===== config.mk =====
export PLATFORM = sky130hd
export DESIGN_NAME = wrr_packet_arbiter
export DESIGN_NICKNAME = d
export VERILOG_FILES = /design/src/rtl/wrr_packet_arbiter.sv
export SDC_FILE = /design/constraint.sdc
export NUM_CORES = 1
export LEC_CHECK = 0
export ABC_AREA = 1
export BUFFER_PORTS_ARGS = -buffer_cell sky130_fd_sc_hd__buf_2
export CAP_MARGIN = 20
export CORE_ASPECT_RATIO = 2
export CORE_UTILIZATION = 50
export CTS_CLUSTER_DIAMETER = 100
export DETAILED_ROUTE_END_ITERATION = 6
export GPL_TIMING_DRIVEN = 0
export HOLD_SLACK_MARGIN = 0.05
export PLACE_DENSITY = 0.86
export SYNTH_ARGS = -nofsm -noshare
export SYNTH_HDL_FRONTEND = slang
export SYNTH_SLANG_ARGS = --single-unit

===== constraint.sdc =====
create_clock -name clk -period 9.1 [get_ports clk]
set_input_delay 1.365 -clock clk [delete_from_list [all_inputs] [get_ports clk]]
set_output_delay 1.365 -clock clk [all_outputs]
set_load 0.1 [all_outputs]

===== src/rtl/wrr_packet_arbiter.sv =====
// Weighted round-robin packet arbiter.
// Merges REQ_NUM valid/ready/last/data streams into one downstream stream.
// A grant is held for a whole packet (through the beat with last). The
// highest-priority channel (ptr) may send up to its weight in back-to-back
// packets before priority rotates to the next channel.
//
// Ports:
//   clk, rstn  - clock (rising edge), asynchronous active-low reset
//   valid_in   - per-channel valid            [REQ_NUM]
//   ready_in   - per-channel ready, one-hot or zero [REQ_NUM]
//   last_in    - per-channel end-of-packet    [REQ_NUM]
//   data_in    - payloads, channel i at [i*DATA_W +: DATA_W]
//   weight_in  - packet quotas, channel i at [i*WEIGHT_W +: WEIGHT_W]; 0 acts as 1
//   valid_out, ready_out, last_out, data_out - downstream stream
//   grant_id   - index of the selected channel
module wrr_packet_arbiter #(
  parameter int unsigned REQ_NUM  = 8,
  parameter int unsigned DATA_W   = 8,
  parameter int unsigned WEIGHT_W = 4,
  parameter int unsigned ID_W     = $clog2(REQ_NUM)
) (
  input  logic                         clk,
  input  logic                         rstn,
  input  logic [REQ_NUM-1:0]           valid_in,
  output logic [REQ_NUM-1:0]           ready_in,
  input  logic [REQ_NUM-1:0]           last_in,
  input  logic [REQ_NUM*DATA_W-1:0]    data_in,
  input  logic [REQ_NUM*WEIGHT_W-1:0]  weight_in,
  output logic                         valid_out,
  input  logic                         ready_out,
  output logic                         last_out,
  output logic [DATA_W-1:0]            data_out,
  output logic [ID_W-1:0]              grant_id
);

  typedef enum logic {
    ST_OPEN   = 1'b0,
    ST_LOCKED = 1'b1
  } lock_e;

  lock_e               locked_q, locked_d;
  logic [ID_W-1:0]     lock_id_q, lock_id_d;
  logic [ID_W-1:0]     ptr_q, ptr_d;
  logic [WEIGHT_W-1:0] cnt_q, cnt_d;

  logic [ID_W-1:0]     sel;
  logic                found;
  logic [ID_W:0]       sum;
  logic [ID_W-1:0]     cand;
  logic                fire;
  logic [WEIGHT_W-1:0] eff_w;
  logic [WEIGHT_W-1:0] base;
  logic [WEIGHT_W:0]   nxt_cnt;

  // Channel selection. Reset is folded in combinationally so the outputs
  // fall to their idle values as soon as rstn drops, not at the next edge.
  always_comb begin
    sel   = ptr_q;
    found = 1'b0;
    sum   = '0;
    cand  = '0;
    if (!rstn) begin
      sel = '0;
    end else if (locked_q == ST_LOCKED) begin
      sel = lock_id_q;
    end else begin
      for (int unsigned k = 0; k < REQ_NUM; k++) begin
        // ptr + k modulo REQ_NUM without a divider (sum < 2*REQ_NUM).
        sum = {1'b0, ptr_q} + (ID_W+1)'(k);
        if (sum >= (ID_W+1)'(REQ_NUM)) sum = sum - (ID_W+1)'(REQ_NUM);
        cand = sum[ID_W-1:0];
        if (!found && valid_in[cand]) begin
          sel   = cand;
          found = 1'b1;
        end
      end
    end
  end

  always_comb begin
    if (!rstn)                        valid_out = 1'b0;
    else if (locked_q == ST_LOCKED)   valid_out = valid_in[lock_id_q];
    else                              valid_out = |valid_in;
    last_out = last_in[sel];
    data_out = data_in[sel*DATA_W +: DATA_W];
    grant_id = sel;
    fire     = valid_out & ready_out;
    ready_in = '0;
    for (int unsigned i = 0; i < REQ_NUM; i++) begin
      ready_in[i] = (sel == ID_W'(i)) && ready_out && valid_out;
    end
  end

  // Quota bookkeeping. base restarts at 0 when a channel other than ptr
  // wins, which is how an idle ptr forfeits the rest of its turn.
  always_comb begin
    locked_d  = locked_q;
    lock_id_d = lock_id_q;
    ptr_d     = ptr_q;
    cnt_d     = cnt_q;
    eff_w     = weight_in[sel*WEIGHT_W +: WEIGHT_W];
    if (eff_w == '0) eff_w = WEIGHT_W'(1);
    base      = (sel == ptr_q) ? cnt_q : '0;
    nxt_cnt   = {1'b0, base} + (WEIGHT_W+1)'(1);
    if (fire) begin
      if (!last_out) begin
        locked_d  = ST_LOCKED;
        lock_id_d = sel;
      end else begin
        locked_d = ST_OPEN;
        if (nxt_cnt < {1'b0, eff_w}) begin
          ptr_d = sel;
          cnt_d = nxt_cnt[WEIGHT_W-1:0];
        end else begin
          ptr_d = (sel == ID_W'(REQ_NUM-1)) ? '0 : sel + ID_W'(1);
          cnt_d = '0;
        end
      end
    end
  end

  always_ff @(posedge clk or negedge rstn) begin
    if (!rstn) begin
      locked_q  <= ST_OPEN;
      lock_id_q <= '0;
      ptr_q     <= '0;
      cnt_q     <= '0;
    end else begin
      locked_q  <= locked_d;
      lock_id_q <= lock_id_d;
      ptr_q     <= ptr_d;
      cnt_q     <= cnt_d;
    end
  end

endmodule

==> impl_results.md <==
* Status: complete, no violations
* GRT overflow at 0
* RSZ-0062 raised after global routing: false
* Die Y at ~110 um
* Crit path launch type: input pin
* Post-synth cell types at 38
* Postcts setup bufs at 0
* Via count at 4003
* LEAKAGE at approximately 0.0020 uW
* Max VDD drop at 0.4315 mV
* DP Area at approximately 0.0035 mm2
* CP dominant cell by count: buf_2
* Yosys warns at 0
* Max Cap Violations at 0
* # diodes at 0
* Max incr delay on CP at between 0.4 and 0.5 ns
* Share of the synthesized area in the top cell type at 0.2828
* Routed vias/inst at roughly 5.7
* PortBufs at 135
* Largest net degree at the start of global routing at 14
* Layout cells sized above 1 at 0.2835
* Worst slew margin relative to its limit at 0.4022
* Routed len/inst at 14.41 um
* CP max stage cell: buf_2
* Syn nets at 630
* Top-count cell post-synth: nand2_1
* Clock Skew at ~0.0023 ns
* Kind of critical path: input pin to output port
* Clk slew on worst S/H paths at about 0.050 ns
* Pwr dens at 441.1 mW/mm2
* Area leader, netlist: nand2_1
* Syn Area/Cell at 5.383 um2
* Num rows at 37
* Critical path peak fanout at 11
* Tmin final at 6.168 ns
* Fin. max-slew vios at 0
* Post-synth top cells: nand2_1 (204), nand3_1 (100), inv_1 (34)
* Crit path cell chain: buf_2 -> nand2_1 -> nand3_1 -> nand2_1 -> o21bai_1 -> inv_2 -> nor2_1 -> nor2_1 -> nand3_1 -> nand3_4 -> nand2_4 -> buf_6 -> buf_2 -> buf_1 -> ha_1 -> inv_1 -> nor3_1 -> buf_2
* Core outline area at around 0.0052 mm2
* RePlAce Congestion at 0.8955
* Min-delay worst type: flip-flop to flip-flop
* #FFs+latches synth at 11
* Asr flop ratio synth at 1.000
* IO Pins at 136
* Routed Antenna Nets at 0
* Worst-margin pin slew at about 0.9 ns
* Final WL at 10.09 mm
* Hold Fails Final Rpt at 0
* CTS resizes at 0
* Crit path required time at 7.74 ns
* Mapped cell area at between 0.002 and 0.003 mm2
* Die Wd at between 50 and 60 um
* # H-tree levels at 1
* Pre-Repair DR Iteration Count at 5
* EDFF count, synth at 0
* Fin area at 0.003501 mm2
* Initial antenna violation count at 0
* Total Routing Usage GR at 0.3645
* Setup violations, final at 0
* Nets at 770
* Clock root buffer master: clkbuf_8
* Ys flop type: dfrtp_1
* Final HPWL DP at 8.325 mm
* Iteration-0 DRC Markers at 155
* Post-route clock period utilization at 0.6779
* Initial core utilization at 0.5222
* Clk buf depth at 2
* Die ar. at 0.005731 mm2
* Vias in the first global route at 3797
* Mapped Cells at ~500
* Critical Path End Type: output port
* Sink Count at 11
* CTS Buf Count at 3
* Area Growth Syn to Fin at 29.30%
* Clk Latency, worst-skew pair at 0.23 ns
* Peak Freq at 162.1 MHz
* Post-synthesis sequential area ratio at 0.1017
* Synth area leaders: nand2_1 (28%), nand3_1 (18%), dfrtp_1 (10%), ha_1 (5.5%), inv_1 (4.7%)
* Setup tns final at 0 ns
* Data arrival time of the critical path at about 4.8 ns
* CTS tree: built
* First-pass GRT wire length at 15.93 mm
* DRC Markers at 0
* Hold-fix buffers, CTS at 0
-- registers in the layout (all words and copies together) (netlist names) --
name / flops
cnt_q: 4
lock_id_q: 3
ptr_q: 3
locked_q: 1
-- stage by stage --
| step | hold slack, ns | util | setup slack [ns] | total power (uW) | cells |
|---|---|---|---|---|---|
| after detailed placement | 0.5191 | 0.6665 | 3.071 | 1468 | 696 |
| after global routing | 0.5555 | 0.6752 | 2.699 | 1667 | 700 |
| after CTS | 0.5296 | 0.6752 | 3.055 | 1520 | 700 |
| after floorplan | 0.4756 | - | 1.539 | 1192 | 503 |
| final | 0.5285 | 0.6752 | 2.932 | 1544 | 700 |
| after global placement | 0.5020 | 0.6665 | 3.164 | 1442 | 696 |
-- final timing paths --
kind / cells past startpoint / start / slack (ns) / to
max: 18 / valid_in[2] / 2.93 / ready_in[0]
min: 2 / lock_id_q[2]$_DFFE_PN0P_ / 0.53 / lock_id_q[2]$_DFFE_PN0P_
max reg2reg: 27 / ptr_q[1]$_DFFE_PN0P_ / 4.26 / ptr_q[0]$_DFFE_PN0P_
min reg2reg: 2 / lock_id_q[2]$_DFFE_PN0P_ / 0.53 / lock_id_q[2]$_DFFE_PN0P_
max in group asynchronous: 1 / rstn / 7.88 / cnt_q[3]$_DFFE_PN0P_
min in group asynchronous: 1 / rstn / 1.00 / locked_q$_DFFE_PN0P_
-- layer usage --
layer | part of all wire | wire [um] | track usage | vias up
li1 | - | - | - | 1946
met1 | 0.33 | 3345 | 0.3310 | 1755
met2 | 0.53 | 5296 | 0.6684 | 237
met3 | 0.065 | 656 | 0.05150 | 65
met4 | 0.078 | 788 | 0.2637 | 0
met5 | 0 | 0 | 0 | -
-- area by class of cell --
class	instances	area, um2
timing repair buffer	135	675.6
multi-input combinational	425	2123
fill	532	1684
sequential	11	275.3
clock buffer	4	45.04
tap	58	72.57
inverter	43	161.4
buffer	24	147.6
-- kinds of logic (layout without fill, tap and decap cells) --
family                     after synthesis  count (layout)  synth area share
adders and majority gates               12              12           0.05545
DFF                                     11              11            0.1017
buffers and inverters                   67             206            0.1141
xor gates and xnor gates                 6               6           0.02219
AOI/OAI and AO/OA                       49              49            0.1192
and+or+nand+nor                        358             358            0.5873
-- worst max-delay path: cells and delay by family --
family	cells	cell delay [ns]
buffers and inverters	7	1.60
AND/OR/NAND/NOR	9	1.14
AO/OA/AOI/OAI	1	0.44
adder cells (fa/ha/maj)	1	0.24
-- power breakdown --
| group | total (uW) | switching, uW | leakage [uW] | internal [uW] |
|---|---|---|---|---|
| Combinational | 1410 | 1050 | 0.00182 | 368 |
| Sequential | 82.2 | 15.1 | 0.000143 | 67.1 |
| Clock | 47.4 | 16.8 | 0.0000228 | 30.6 |
-- placed cells by master (no fill, tap or decap), types with 2 or more instances in the layout --
master,Yosys,layout
a32o_1,8,8
o22ai_1,4,4
clkbuf_8,0,3
nor3_1,6,6
nand2_1,204,204
inv_2,9,9
o21ai_1,4,4
ha_1,12,12
buf_1,2,2
xnor2_1,3,3
nor2_4,2,2
buf_4,5,5
buf_6,4,4
buf_2,7,142
nor2_1,22,22
nor2_2,2,2
nor4_1,2,2
clkbuf_1,6,7
nand4_1,5,5
xor2_1,2,2
a31oi_1,8,8
nand3_1,100,100
nand2_2,6,6
a21oi_1,8,8
dfrtp_1,11,11
inv_1,34,34
nand2_4,3,3
o21ai_0,12,12
nand3b_1,2,2
Note: power is estimated with default switching activity, not from simulation.
